--- src/rtl/router_ingress_arbiter.sv ---
// Round-robin, packet-granular arbiter that shares the router ingress port
// between NSRC byte-stream sources and delimits packets by header length.
module router_ingress_arbiter #(
   parameter int unsigned NSRC       = 3,
   parameter int unsigned GAP_CYCLES = 2
) (
   input  logic                clock,
   input  logic                resetn,
   input  logic [NSRC-1:0]     src_pkt_valid,
   input  logic [8*NSRC-1:0]   src_data,
   output logic [NSRC-1:0]     src_busy,
   input  logic                rtr_busy,
   output logic                rtr_pkt_valid,
   output logic [7:0]          rtr_data,
   output logic [NSRC-1:0]     grant,
   output logic                pkt_done,
   output logic                len_err
);

   localparam int unsigned IW = (NSRC > 1) ? $clog2(NSRC) : 1;
   localparam int unsigned GW = (GAP_CYCLES > 1) ? $clog2(GAP_CYCLES) : 1;
   localparam int unsigned LW = 6;

   typedef enum logic [2:0] {
      S_IDLE = 3'd0,
      S_HDR  = 3'd1,
      S_PLD  = 3'd2,
      S_PAR  = 3'd3,
      S_GAP  = 3'd4
   } state_e;

   state_e          state_q, state_d;
   logic [NSRC-1:0] grant_q, grant_d;
   logic [IW-1:0]   gidx_q, gidx_d;
   logic [IW-1:0]   last_q, last_d;
   logic [LW-1:0]   cnt_q, cnt_d;
   logic [LW-1:0]   len_q, len_d;
   logic [GW-1:0]   gap_q, gap_d;
   logic            pkt_done_q, pkt_done_d;
   logic            len_err_q, len_err_d;

   logic [7:0]      src_byte [NSRC];
   logic            sel_valid;
   logic [7:0]      sel_data;
   logic            pick_found;
   logic [IW-1:0]   pick_idx;

   // Split the flat source data bus into per-source bytes
   always_comb begin
      for (int unsigned i = 0; i < NSRC; i++) begin
         src_byte[i] = src_data[8*i +: 8];
      end
   end

   assign sel_valid = src_pkt_valid[gidx_q];
   assign sel_data  = src_byte[gidx_q];

   // Round-robin pick: first requester strictly after the last served source
   always_comb begin
      pick_found = 1'b0;
      pick_idx   = '0;
      for (int unsigned k = 1; k <= NSRC; k++) begin
         int unsigned idx;
         idx = (32'(last_q) + k) % NSRC;
         if (!pick_found && src_pkt_valid[IW'(idx)]) begin
            pick_found = 1'b1;
            pick_idx   = IW'(idx);
         end
      end
   end

   // State and datapath registers
   always_ff @(posedge clock or negedge resetn) begin
      if (!resetn) begin
         state_q    <= S_IDLE;
         grant_q    <= '0;
         gidx_q     <= '0;
         last_q     <= IW'(NSRC - 1);
         cnt_q      <= '0;
         len_q      <= '0;
         gap_q      <= '0;
         pkt_done_q <= 1'b0;
         len_err_q  <= 1'b0;
      end else begin
         state_q    <= state_d;
         grant_q    <= grant_d;
         gidx_q     <= gidx_d;
         last_q     <= last_d;
         cnt_q      <= cnt_d;
         len_q      <= len_d;
         gap_q      <= gap_d;
         pkt_done_q <= pkt_done_d;
         len_err_q  <= len_err_d;
      end
   end

   // Next-state logic; rtr_busy freezes everything in the forwarding states
   always_comb begin
      state_d    = state_q;
      grant_d    = grant_q;
      gidx_d     = gidx_q;
      last_d     = last_q;
      cnt_d      = cnt_q;
      len_d      = len_q;
      gap_d      = gap_q;
      pkt_done_d = 1'b0;
      len_err_d  = 1'b0;

      case (state_q)
         S_IDLE: begin
            if (pick_found) begin
               grant_d = NSRC'(1) << pick_idx;
               gidx_d  = pick_idx;
               state_d = S_HDR;
            end
         end
         S_HDR: begin
            if (!sel_valid) begin
               // Source withdrew before its header was taken
               grant_d = '0;
               state_d = S_IDLE;
            end else if (!rtr_busy) begin
               len_d   = sel_data[7:2];
               cnt_d   = '0;
               state_d = (sel_data[7:2] == '0) ? S_PAR : S_PLD;
            end
         end
         S_PLD: begin
            if (!rtr_busy) begin
               if (sel_valid) begin
                  cnt_d = cnt_q + LW'(1);
                  if (cnt_q + LW'(1) == len_q) begin
                     state_d = S_PAR;
                  end
               end else begin
                  // Short packet: this byte went out as parity
                  len_err_d = 1'b1;
                  grant_d   = '0;
                  last_d    = gidx_q;
                  gap_d     = '0;
                  state_d   = S_GAP;
               end
            end
         end
         S_PAR: begin
            if (!rtr_busy) begin
               pkt_done_d = 1'b1;
               len_err_d  = sel_valid;
               grant_d    = '0;
               last_d     = gidx_q;
               gap_d      = '0;
               state_d    = S_GAP;
            end
         end
         S_GAP: begin
            if (gap_q == GW'(GAP_CYCLES - 1)) begin
               state_d = S_IDLE;
            end else begin
               gap_d = gap_q + GW'(1);
            end
         end
         default: begin
            grant_d = '0;
            state_d = S_IDLE;
         end
      endcase
   end

   // Router-side and source-side port drive, combinational on the current state
   always_comb begin
      rtr_pkt_valid = 1'b0;
      rtr_data      = '0;
      src_busy      = '1;
      case (state_q)
         S_HDR, S_PLD: begin
            rtr_pkt_valid    = sel_valid;
            rtr_data         = sel_data;
            src_busy[gidx_q] = rtr_busy;
         end
         S_PAR: begin
            rtr_data         = sel_data;
            src_busy[gidx_q] = rtr_busy;
         end
         default: begin
            rtr_pkt_valid = 1'b0;
         end
      endcase
   end

   assign grant    = grant_q;
   assign pkt_done = pkt_done_q;
   assign len_err  = len_err_q;

endmodule

--- config.mk ---
export PLATFORM = sky130hd
export DESIGN_NAME = router_ingress_arbiter
export DESIGN_NICKNAME = d
export VERILOG_FILES = /design/src/rtl/router_ingress_arbiter.sv
export SDC_FILE = /design/constraint.sdc
export NUM_CORES = 1
export LEC_CHECK = 0
export CAP_MARGIN = 20
export CORE_MARGIN = 8
export CORE_UTILIZATION = 49
export CTS_CLUSTER_DIAMETER = 150
export CTS_CLUSTER_SIZE = 8
export DETAILED_ROUTE_END_ITERATION = 12
export HOLD_SLACK_MARGIN = 0.02
export PLACE_DENSITY = 0.88
export SYNTH_ARGS = -nofsm -noshare
export SYNTH_HDL_FRONTEND = slang
export SYNTH_SLANG_ARGS = --single-unit
--- constraint.sdc ---
create_clock -name clock -period 2.45 [get_ports clock]
set_input_delay 0.245 -clock clock [delete_from_list [all_inputs] [get_ports clock]]
set_output_delay 0.245 -clock clock [all_outputs]
set_load 0.03 [all_outputs]
==> out/metrics.yaml <==
clock_tree:
  cts_buffers: 3
  cts_max_level: 1
  root_buffer: "clkbuf_8"
  hold_buffers: 0
  clk_pin_slew_ns: 0.09
  clockBufferDepth: 2
  post-cts-setup-buffers: 0
  clk_latency_ns: 0.28
  ctsResizeCount: 0
  cts_tree: "done"
  cts_num_sinks: 25
place:
  routabilityCongestion: 0.894
  port_buffers: 46
  place_hpwl_mm: 3.61
  place_inst: 296
route:
  vias: 1705
  drtPass1Iterations: 4
  drt-initial-drc-count: 132
  drc: 0
  wl_per_cell_um: 15.2
  ant_nets: 0
  finalWirelength_mm: 4.55
  viasPerCell: 5.68
synth:
  syn-num-nets: 240
  ys_ff_latch: 25
  syn-cell-area_um2: 1840
  synth_cell_types: 45
  yosysSeqAreaShare: 0.341
  syn_avg_cell_area_um2: 8.93
  synth_warnings: 0
  synth_cells: 206
critical_path:
  r2r-start: "last_q[1]$_DFFE_PN1P_"
  crit_chain: "nor2b_1, a21oi_1, nor2_1, clkdlybuf4s50_1"
  slowest_delay_ns: 0.68
  cp.arrival_ns: 2.00
  ff2ff_setup_slack_ns: 0.30
  path_buf_inv: 1
  r2r_cells: 6
  path_depth: 4
  crit_slowest_cell: "clkdlybuf4s50_1"
  critical_path_class: "reg2out"
  required_ns: 2.20
  cp-end-kind: "primary output"
  rr_endpoint: "grant[0]$_DFFE_PN0P_"
  critical-path-top-delay-family: "buffers and inverters"
  path_max_fanout: 14
  cp-start-kind: "flop"
floorplan:
  start_util: 0.507
  rows: 22
  die-width_um: 77.3
  die-area_um2: 5970
  placeableCoreArea_um2: 3630
  ios: 47
  fp.dieH_um: 77.3
hold_path:
  hold_path.class: "in2async"
global_routing:
  antenna_found_initial: 0
  grt_start_max_net_pins: 26
  grt_pass1_vias: 1693
  grt_usage: 0.152
  grt_pass1_wl_mm: 7.58
  overflow: 0
power:
  ir_worst_vdd_v: 0.000906
  power_density_nw_per_um2: 1160
  p_leak_nw: 0.972
sta:
  tns_ns: 0
  clock.fmax_mhz: 446
  worst_pin_slew_ns: 0.442
  finalHoldViolCount: 0
  setup_violations: 0
  finalCritPeriodShare: 0.915
  drv_slew: 0
  rsz0062_at_grt: "no"
  post-route-min-period_ns: 2.24
  final.setup_skew_ns: 0.00263
  relSlewSlack: 0.703
outcome:
  outcome: "complete, no violations"
layout:
  area_growth_pct: 29.3
  nets: 287
  fillers: 315
  diodes: 0
  final_cells: 300
  drive_gt1_frac: 0.143
flow_run:
  drv_cap: 0
==> cell usage in the layout, fill, tap and decap left out, types with 4 or more instances in the layout <==
master | netlist | final
mux2_2 | 8 | 8
inv_1 | 11 | 11
clkdlybuf4s50_1 | 0 | 39
a21oi_1 | 7 | 7
o211ai_1 | 4 | 4
dfrtp_1 | 24 | 23
o2bb2ai_1 | 9 | 9
nand2_1 | 17 | 17
nor2b_1 | 9 | 9
nor3_1 | 5 | 5
nand2b_1 | 7 | 7
o22ai_1 | 4 | 4
or2_2 | 5 | 5
xnor2_1 | 7 | 7
nor2_1 | 16 | 16
ha_1 | 4 | 4
o21ai_0 | 8 | 8
mux2i_1 | 12 | 12
buf_4 | 0 | 14
o21ai_1 | 4 | 4
==> layer usage <==
layer	vias up	global-route usage	wire length (um)
li1	829	-	-
met1	793	0.186	1980
met2	76	0.235	2060
met3	7	0.0559	437
met4	0	0.0566	68
met5	-	0	0
==> flip-flops by register name, indices dropped and copies added (netlist names) <==
| register | count |
|---|---|
| cnt_q | 6 |
| len_err | 1 |
| grant | 3 |
| gidx_q | 2 |
| state_q | 3 |
| len_q | 6 |
| pkt_done | 1 |
| gap_q | 1 |
| last_q | 2 |
==> area by class of cell <==
cell class / count / area (um2) / area share
Multi-Input combinational cell: 159 / 1110 / 0.465
Clock inverter: 1 / 7.51 / 0.00315
Inverter: 11 / 41.3 / 0.0174
Clock buffer: 3 / 41.3 / 0.0174
Tap cell: 48 / 60.1 / 0.0252
Timing Repair Buffer: 53 / 495 / 0.208
Sequential cell: 25 / 628 / 0.264
==> power breakdown <==
group	switching, mW	internal [mW]
Combinational	1.04	0.780
Sequential	0.133	0.554
Clock	0.147	0.116
Total	1.32	1.45
==> worst max-delay path by stage <==
stage                          startpoint                    to  slack (ns)
detailed placement       src_pkt_valid[0]  grant[2]$_DFFE_PN0P_        0.27
finish              gidx_q[0]$_DFFE_PN0P_           rtr_data[0]        0.21
global placement         src_pkt_valid[0]  grant[2]$_DFFE_PN0P_        0.33
global route        gidx_q[0]$_DFFE_PN0P_           rtr_data[0]        0.08
floorplan           last_q[1]$_DFFE_PN1P_  grant[0]$_DFFE_PN0P_        0.43
CTS                 gidx_q[0]$_DFFE_PN0P_           rtr_data[0]        0.08
==> cells by family after synthesis <==
group	Yosys count	synth area share
buf+inv	22	0.0585
simple gates	74	0.213
flops	25	0.341
compound gates	52	0.203
xor+xnor	9	0.0428
mux	20	0.114
fa+ha+maj	4	0.0272
==> stage by stage <==
| stage | hold slack [ns] | setup WS [ns] | power [mW] | utilization | cell area (um2) |
|---|---|---|---|---|---|
| floorplan | -0.0506 | 0.427 | 1.98 | - | 1840 |
| global placement | 0.458 | 0.329 | 2.46 | 0.641 | 2330 |
| detailed placement | 0.496 | 0.269 | 2.50 | 0.641 | 2330 |
| CTS | 0.326 | 0.0823 | 2.77 | 0.655 | 2380 |
| global route | 0.351 | 0.0833 | 2.96 | 0.655 | 2380 |
| finish | 0.312 | 0.207 | 2.77 | 0.655 | 2380 |
==> synth_stat cells (all sizes together) <==
master / instances / area (um2)
nand4b: 1 / 8.76
a22o: 2 / 17.5
nand4: 1 / 6.26
mux2: 8 / 90.1
nor4: 4 / 40.0
nor3b: 1 / 7.51
mux2i: 12 / 120
o211ai: 4 / 30.0
a2bb2oi: 1 / 15.0
inv: 11 / 41.3
a21oi: 7 / 35.0
o311ai: 1 / 8.76
o21ai: 12 / 60.1
xnor2: 7 / 61.3
nor2b: 9 / 56.3
dfrtp: 24 / 601
o311a: 2 / 20.0
nor4b: 1 / 8.76
nor2: 16 / 60.1
a21o: 1 / 7.51
nand2b: 7 / 43.8
nand3: 3 / 15.0
nor3: 5 / 25.0
a2111oi: 1 / 15.0
buf: 6 / 42.5
clkbuf: 5 / 23.8
a211oi: 2 / 15.0
o31ai: 1 / 7.51
and2b: 1 / 7.51
ha: 4 / 50.1
o21a: 3 / 22.5
o22ai: 4 / 25.0
xor2: 2 / 17.5
nand2: 17 / 63.8
o211a: 1 / 10.0
o2bb2ai: 9 / 78.8
or2: 5 / 31.3
a31oi: 1 / 6.26
or3: 2 / 12.5
and2: 1 / 6.26
dfstp: 1 / 26.3
==> worst reg2reg max path: stages (launching register included) <==
cell       delay [ns]
dfstp_2          0.55
ha_1             0.30
nor2b_1          0.18
o21a_1           0.21
or3_1            0.41
o211a_1          0.26
o2bb2ai_1        0.12
(Power assumes the default switching activity.)
